**config.mk**
```make
export PLATFORM = sky130hd
export DESIGN_NAME = seg7_mux_counter
export DESIGN_NICKNAME = d
export VERILOG_FILES = /design/src/rtl/seg7_mux_counter.sv
export SDC_FILE = /design/constraint.sdc
export NUM_CORES = 1
export LEC_CHECK = 0
export ABC_AREA = 1
export BUFFER_PORTS_ARGS = -buffer_cell sky130_fd_sc_hd__buf_2
export CORE_MARGIN = 2
export CORE_UTILIZATION = 58
export DETAILED_ROUTE_END_ITERATION = 16
export MAX_ROUTING_LAYER = met4
export PLACE_DENSITY = 0.8
export SETUP_SLACK_MARGIN = 0.4
export SLEW_MARGIN = 30
export SYNTH_ARGS = -nofsm -noshare
export SYNTH_HDL_FRONTEND = slang
export SYNTH_SLANG_ARGS = --single-unit
```
**constraint.sdc**
```tcl
create_clock -name clk -period 2.6 [get_ports clk]
set_input_delay 0.52 -clock clk [delete_from_list [all_inputs] [get_ports clk]]
set_output_delay 0.52 -clock clk [all_outputs]
set_load 0.01 [all_outputs]
```
**src/rtl/seg7_mux_counter.sv**
```systemverilog
// seg7_mux_counter
// Multi-digit BCD seconds counter with a time-multiplexed seven-segment scan.
// A prescaler derives a one-cycle tick from clk. Each tick steps the BCD value
// up or down by one, with full wrap in both directions. A parallel load has
// priority over counting. A free-running refresh counter walks the scanned
// digit. The segment and digit-select outputs are registered, so they lag the
// scan index and bcd_out by one clock.
module seg7_mux_counter #(
    parameter int                    NUM_DIGITS   = 4,
    parameter int                    PRESCALE_W   = 24,
    parameter logic [PRESCALE_W-1:0] MAX_COUNT    = 24'd10_000_000,
    parameter logic [15:0]           REFRESH_DIV  = 16'd10_000,
    parameter bit                    COMMON_ANODE = 1'b0
) (
    input  logic                    clk,
    input  logic                    reset,
    input  logic [7:0]              div_in,
    input  logic                    enable,
    input  logic                    up_down,
    input  logic                    load,
    input  logic [4*NUM_DIGITS-1:0] load_value,
    output logic [4*NUM_DIGITS-1:0] bcd_out,
    output logic                    tick,
    output logic                    wrap,
    output logic [6:0]              segments,
    output logic [NUM_DIGITS-1:0]   digit_sel
);

    localparam int                    BCD_W        = 4 * NUM_DIGITS;
    localparam int                    IDX_W        = (NUM_DIGITS > 1) ? $clog2(NUM_DIGITS) : 1;
    localparam logic [IDX_W-1:0]      LAST_IDX     = IDX_W'(NUM_DIGITS - 1);
    localparam logic [15:0]           REFRESH_LAST = REFRESH_DIV - 16'd1;
    localparam logic [6:0]            SEG_POL      = {7{COMMON_ANODE}};
    localparam logic [NUM_DIGITS-1:0] SEL_POL      = {NUM_DIGITS{COMMON_ANODE}};

    // Glyph table, segment order {g,f,e,d,c,b,a}, active-high. Non-BCD codes blank.
    function automatic logic [6:0] seg_decode(input logic [3:0] d);
        logic [6:0] s;
        case (d)
            4'd0:    s = 7'h3F;
            4'd1:    s = 7'h06;
            4'd2:    s = 7'h5B;
            4'd3:    s = 7'h4F;
            4'd4:    s = 7'h66;
            4'd5:    s = 7'h6D;
            4'd6:    s = 7'h7D;
            4'd7:    s = 7'h07;
            4'd8:    s = 7'h7F;
            4'd9:    s = 7'h6F;
            default: s = 7'h00;
        endcase
        return s;
    endfunction

    // ------------------------------------------------------------------
    // State registers
    // ------------------------------------------------------------------
    logic [PRESCALE_W-1:0] pre_reg;
    logic                  tick_reg;
    logic [BCD_W-1:0]      bcd_reg;
    logic                  wrap_reg;
    logic [15:0]           refresh_reg;
    logic [IDX_W-1:0]      idx_reg;
    logic [6:0]            segments_reg;
    logic [NUM_DIGITS-1:0] digit_sel_reg;

    // ------------------------------------------------------------------
    // Prescaler terminal value
    // ------------------------------------------------------------------
    logic [17:0]           div_scaled;
    logic [PRESCALE_W-1:0] cmp_value;

    assign div_scaled = {div_in, 10'b0};
    assign cmp_value  = (div_in == 8'd0) ? MAX_COUNT : PRESCALE_W'(div_scaled);

    // ------------------------------------------------------------------
    // BCD step logic: per-digit carry/borrow and load clamping
    // ------------------------------------------------------------------
    logic [3:0]            digit_cur [NUM_DIGITS];
    logic [NUM_DIGITS-1:0] up_carry_in;
    logic [NUM_DIGITS-1:0] dn_borrow_in;
    logic                  up_wrap_next;
    logic                  dn_wrap_next;
    logic [BCD_W-1:0]      count_up_next;
    logic [BCD_W-1:0]      count_dn_next;
    logic [BCD_W-1:0]      load_clamped;

    // Ripple the carry/borrow from digit 0 upward. The carry out of the top
    // digit means the whole value has wrapped.
    always_comb begin
        logic carry;
        logic borrow;
        carry        = 1'b1;
        borrow       = 1'b1;
        up_carry_in  = '0;
        dn_borrow_in = '0;
        for (int i = 0; i < NUM_DIGITS; i++) begin
            up_carry_in[i]  = carry;
            dn_borrow_in[i] = borrow;
            carry           = carry  & (bcd_reg[4*i +: 4] == 4'd9);
            borrow          = borrow & (bcd_reg[4*i +: 4] == 4'd0);
        end
        up_wrap_next = carry;
        dn_wrap_next = borrow;
    end

    genvar gi;
    generate
        for (gi = 0; gi < NUM_DIGITS; gi++) begin : g_digit
            assign digit_cur[gi] = bcd_reg[4*gi +: 4];

            // Increment this digit only when every lower digit rolled over.
            assign count_up_next[4*gi +: 4] =
                !up_carry_in[gi]        ? digit_cur[gi] :
                (digit_cur[gi] == 4'd9) ? 4'd0 : digit_cur[gi] + 4'd1;

            // Decrement this digit only when every lower digit rolled under.
            assign count_dn_next[4*gi +: 4] =
                !dn_borrow_in[gi]       ? digit_cur[gi] :
                (digit_cur[gi] == 4'd0) ? 4'd9 : digit_cur[gi] - 4'd1;

            // Out-of-range load digits saturate at 9, so bcd_reg only ever holds valid BCD.
            assign load_clamped[4*gi +: 4] =
                (load_value[4*gi +: 4] > 4'd9) ? 4'd9 : load_value[4*gi +: 4];
        end
    endgenerate

    // ------------------------------------------------------------------
    // Sequential logic
    // ------------------------------------------------------------------

    // Prescaler: counts while enabled and emits a one-cycle tick at the terminal value.
    always_ff @(posedge clk) begin
        if (reset) begin
            pre_reg  <= '0;
            tick_reg <= 1'b0;
        end else if (load) begin
            pre_reg  <= '0;
            tick_reg <= 1'b0;
        end else if (enable) begin
            if (pre_reg == cmp_value) begin
                pre_reg  <= '0;
                tick_reg <= 1'b1;
            end else begin
                pre_reg  <= pre_reg + 1'b1;
                tick_reg <= 1'b0;
            end
        end else begin
            tick_reg <= 1'b0;
        end
    end

    // BCD counter: steps on the cycle after tick. wrap is high together with the wrapped value.
    always_ff @(posedge clk) begin
        if (reset) begin
            bcd_reg  <= '0;
            wrap_reg <= 1'b0;
        end else if (load) begin
            bcd_reg  <= load_clamped;
            wrap_reg <= 1'b0;
        end else if (tick_reg) begin
            bcd_reg  <= up_down ? count_up_next : count_dn_next;
            wrap_reg <= up_down ? up_wrap_next  : dn_wrap_next;
        end else begin
            wrap_reg <= 1'b0;
        end
    end

    // Refresh timer and scan index: free running and not gated by enable.
    always_ff @(posedge clk) begin
        if (reset) begin
            refresh_reg <= 16'd0;
            idx_reg     <= '0;
        end else if (refresh_reg == REFRESH_LAST) begin
            refresh_reg <= 16'd0;
            idx_reg     <= (idx_reg == LAST_IDX) ? '0 : idx_reg + 1'b1;
        end else begin
            refresh_reg <= refresh_reg + 16'd1;
        end
    end

    // Display registers: drive the glyph and select for the current scan index, with polarity applied.
    always_ff @(posedge clk) begin
        if (reset) begin
            segments_reg  <= 7'h3F ^ SEG_POL;
            digit_sel_reg <= NUM_DIGITS'(1) ^ SEL_POL;
        end else begin
            segments_reg  <= seg_decode(digit_cur[idx_reg]) ^ SEG_POL;
            digit_sel_reg <= (NUM_DIGITS'(1) << idx_reg) ^ SEL_POL;
        end
    end

    assign bcd_out   = bcd_reg;
    assign tick      = tick_reg;
    assign wrap      = wrap_reg;
    assign segments  = segments_reg;
    assign digit_sel = digit_sel_reg;

endmodule

```
Word level (Yosys, flattened, before mapping) --
Memories as Yosys holds them, arrays and structs flattened. A register that Yosys moved wholly into a read port is not among the register bits. Index checks and enable logic that the tools add are counted.
Operators by class: $lt $le $gt $ge 5, muxes and demuxes 29, reduce and logical (&&, ||, !) cells 16, bitwise logic cells 9, $add $sub $neg 11, equal/unequal tests 10, shift-type cells 1
Operators by type and width (count):
- two-way mux 4 bit | 20
- two-way mux 16 bit | 3
- two-way mux 24 bit | 2
- adder 24 x 1 -> 24 bit, second input constant | 1
- == test 24 bit | 1
- adder 16 x 1 -> 16 bit, second input constant | 1
- adder 4 x 1 -> 4 bit, second input constant | 4
- == test 16 x 14 -> 1 bit, second input constant | 1
- == test 4 bit, second input constant | 4
- > comparator 4 bit, second input constant | 4
- zero test 4 bit | 4
- subtractor 4 x 1 -> 4 bit, second input constant | 4
- inequality test 3 x 1 -> 1 bit, second input constant | 3
- AND reduction 3 bit | 3
- nonzero test 3 bit | 3
- binary-select mux 4 bit (select 2 bit) | 1
- zero test 8 bit | 1
- AND 1 bit | 6
- OR reduction 3 bit | 2
- OR reduction 2 bit | 2
- left shift 1 x 2 -> 4 bit, first input constant | 1
- >= comparator 3 bit, second input constant | 1
- NOT 2 -> 3 bit | 1
- adder 2 x 1 -> 2 bit, second input constant | 1
- other kinds (5) | 7
Word-level totals: memory bits (read-only) 112, word-level logic and storage cells 92, register bits after elaboration 64, output and inout port bits 29, memories kept 1
Memories:
- (name not given) | words 16, bits a word 7, rd ports 1, clocked after Yosys merged registers in 1, wr ports 0, RTL line 39 | case (d)

Depth between registers and ports, before layout --
word-level depth 7, mapped depth 14, depth with buffers taken out 13

Worst setup path before layout --
OpenSTA, ideal clock, no wires.
path kind register to register, start register idx_reg[0], end register segments_reg[3] (netlist: segments[3]), required time 2481 ps, data arrival time 1733 ps, path slack 748 ps, clock period less this slack 1852 ps, cell stages (with the launch flop) 9, cells stage by stage dfxtp_1 > clkbuf_1 > nand2_1 > a32oi_1 > inv_1 > ha_1 > nor2_1 > o21ai_0 > nand2_1
On the way: cells in the longest elaborated chain, start to end 4
RTL lines:
- start, declared | RTL line 63 | logic [IDX_W-1:0] idx_reg;
- start signal, assigned | RTL line 176 | idx_reg <= (idx_reg == LAST_IDX) ? '0 : idx_reg + 1'b1;
- NOT 2 -> 3 bit (not written as such) | RTL line 188 | segments_reg <= seg_decode(digit_cur[idx_reg]) ^ SEG_POL;
- binary-select mux 4 bit (select 2 bit) | RTL line 188
- two-way mux 4 bit (not written as such) (2 in series) | RTL line 188
- end, declared | RTL line 64 | logic [6:0] segments_reg;
No other way between the ends. The select of a mux whose other input is x is not followed. A chain may end at the register's enable or synchronous reset.

Final worst setup path --
start register idx_reg[1], end register segments_reg[3] (netlist: segments[3])
Same word-level chain as after synthesis.

==> qor.csv <==
stage,metric,value,unit
clock_tree,post-CTS resize count,0,
sta,final hold violation count,0,
cells_and_area,share of cells above drive strength 1,13.3,%
sta,Worst Slack Setup Final,0.650,ns
synth,most numerous cell in the Yosys netlist,nand2_1,
detailed_routing,vias per cell,5.47,
cells_and_area,Antenna Cells,0,
global_route,largest net degree at the start of global routing,18,
critical_path,RR Endpoint,segments[3],
floorplan,Ports,58,
min_path,Hold/Removal Path Class,flip-flop to flip-flop,
synth,Compound-Gate Fraction of Synth Area,15.2,%
clock_tree,Root Buffer,clkbuf_8,
run,max_cap viols,0,
synth,Synth Cell Area,4250,sq um
cells_and_area,fin area,4870,sq um
synth,most instantiated cells after synthesis,"140 x nand2_1, 114 x nor2_1, 81 x inv_1, 71 x dfxtp_1, 47 x o21ai_0",
clock_tree,CTS max path bufs,2,
clock_tree,Setup Buffers After CTS,0,
synth,post-synth cell types,40,
synth,Cells after Synth,659,
synth,xor and xnor area share after synthesis,3.50,%
placement,hpwl dp,8.08,mm
floorplan,DIE AREA,8030,sq um
power_and_ir_drop,Worst VDD drop,318,uV
global_route,first-pass GRT wire length,17.4,mm
critical_path,Crit Path Max Fanout,9,
critical_path,launching point of the worst reg2reg path,idx_reg[1],
sta,final setup TNS,0,ns
cells_and_area,fill count,667,
critical_path,CP max-delay cell,dfxtp_1,
synth,Post-synth EDFFs,0,
synth,mean area per synthesized cell,6.45,sq um
critical_path,Worst EP arrival,2.19,ns
critical_path,worst r2r path cells,7,
placement,gpl congestion,0.948,
power_and_ir_drop,Power Density,528,nW/um^2
detailed_routing,Avg WL per Cell,12.9,microns
critical_path,crit start category,flip-flop,
floorplan,Die H,89.6,microns
sta,RSZ-0062 raised after global routing,false,
placement,pre-CTS WS,0.530,ns
synth,Main synth FF type,dfxtp_1,
critical_path,Crit. path cell count,7,
synth,Mapped Nets,699,
critical_path,CP cell instances,clkinv_1 > a32oi_2 > inv_1 > ha_1 > nor2_1 > o21ai_0 > nand2_1,
power_and_ir_drop,static leakage,2.15,nW
global_route,Total Routing Usage GR,28.4,%
critical_path,"Largest stage delay, worst path",0.45,ns
floorplan,Initial Util,59.3,%
clock_tree,"Reg clk slew, reported paths",0.07,ns
cells_and_area,max FFs per register,24,
clock_tree,H-tree lvl count,3,
sta,Least-Margin Pin Slew,0.482,ns
critical_path,Critical Path RT,2.84,ns
detailed_routing,drt drc,0,
synth,post-synthesis mux area share,0,%
clock_tree,"Clk Latency, worst-skew pair",0.35,ns
synth,Synth Area in Adders,3.24,%
sta,Final Setup Violations,0,
detailed_routing,drt first pass iters,5,
critical_path,Setup crit end,segments[3],
synth,simple-gate share of the synthesized area,36.0,%
clock_tree,hold buffer count at CTS,0,
global_route,initial antenna violation count,0,
global_route,vias in the first global route,3884,
critical_path,R2R Setup Slk,0.65,ns
critical_path,"delay-heaviest family, CP",compound AO/OA/AOI/OAI gates,
detailed_routing,post-route ant nets,0,
placement,area post-placement,4630,sq um
critical_path,CP startpoint,idx_reg[1],
synth,Async SR Flop Fraction,0,%
sta,fmax,513,MHz
synth,sequential share of the synthesized area,33.4,%
synth,"FF+latch count, synth",71,
critical_path,critical path endpoint category,flip-flop,
synth,synth top area cells,"dfxtp_1 33%, nand2_1 12%, nor2_1 10%",
synth,largest family of logic cells by synthesized area,simple AND/OR/NAND/NOR gates,
detailed_routing,Iteration-0 DRC Markers,364,
floorplan,Die Wd,89.6,microns
clock_tree,TritonCTS Buffers,9,
detailed_routing,DR vias,4499,
detailed_routing,Routed WL,10.6,mm
sta,skew final,0.0127,ns
cells_and_area,P&R area growth vs syn,14.6,%
critical_path,critical path class,flip-flop to flip-flop,
synth,post-synth top area cell,dfxtp_1,
sta,Slew Limit Fails,0,
clock_tree,CTS tree,done,
clock_tree,Sink Count,71,
sta,Final Cycle Share,75.0,%
floorplan,Rows,31,
global_route,"Remaining Overflow, GRT",0,
status,status,completed,
sta,slew margin rel.,67.8,%
sta,Final min period,1.95,ns
placement,Buffers on Ports,57,
synth,Synth warnings,0,
synth,area share of the largest cell type after synthesis,33.4,%
critical_path,CP Buf/Inv Count,2,
cells_and_area,Final nets,759,
floorplan,core area,7180,sq um
worst min path at each step:
stage | from | endpoint | slack, ns | cells past startpoint
4_1_cts | refresh_reg[0] | refresh_reg[0] | 0.45 | 1
5_1_grt | refresh_reg[0] | refresh_reg[0] | 0.48 | 1
3_3_place_gp | refresh_reg[0] | refresh_reg[0] | 0.43 | 1
2_1_floorplan | refresh_reg[0] | refresh_reg[0] | 0.42 | 1
6_report | refresh_reg[0] | refresh_reg[0] | 0.45 | 1
3_5_place_dp | refresh_reg[0] | refresh_reg[0] | 0.44 | 1
layout by cell type, fill, tap and decap left out, drive strengths merged, types with 2 or more instances in the layout:
master  count
buf        59
a21oi      38
nor2      121
nor3       17
xnor2       7
clkbuf     11
clkinv      3
bufinv      3
o211ai      8
o21ai      48
xor2       10
a22oi       2
nor3b       5
o221ai      2
a211oi      6
ha         11
nand4      16
o21bai      3
nand3      40
or2         5
inv        83
a31oi       3
dfxtp      71
nand2     143
kinds of logic after synthesis:
logic type	after synthesis
AND/OR/NAND/NOR	350
XOR/XNOR	17
AO/OA/AOI/OAI	114
flip-flops	71
buffers and inverters	96
adder cells (fa/ha/maj)	11
final cells by class:
| type | count | area (sq um) | share of cell area [%] |
|---|---|---|---|
| clock buffer | 11 | 131 | 2.70 |
| clock inverter | 4 | 95.1 | 1.95 |
| inverter | 86 | 327 | 6.70 |
| multi-input combinational | 492 | 2470 | 50.7 |
| sequential | 71 | 1420 | 29.2 |
| tap | 99 | 124 | 2.54 |
| timing repair buffer | 59 | 300 | 6.16 |
stage by stage:
| step | std cells | total power, mW | util, % | hold WS, ns |
|---|---|---|---|---|
| after floorplan | 659 | 1.43 | - | 0.418 |
| after global placement | 807 | 1.55 | 64.6 | 0.430 |
| after detailed placement | 807 | 1.55 | 64.6 | 0.440 |
| after CTS | 822 | 2.58 | 67.7 | 0.450 |
| after global routing | 822 | 2.69 | 67.9 | 0.476 |
| final | 822 | 2.57 | 67.9 | 0.445 |
where the power goes:
part	internal (mW)	switching, mW
registers	1.12	0.0402
logic	0.131	0.241
clock network	0.631	0.403
total	1.89	0.684
per-layer routing:
metal,global-route usage (%),wire length (microns)
met1,37.6,4760
met2,44.1,4890
met3,5.12,736
met4,8.82,216
met5,-,0
(Power assumes the default switching activity.)
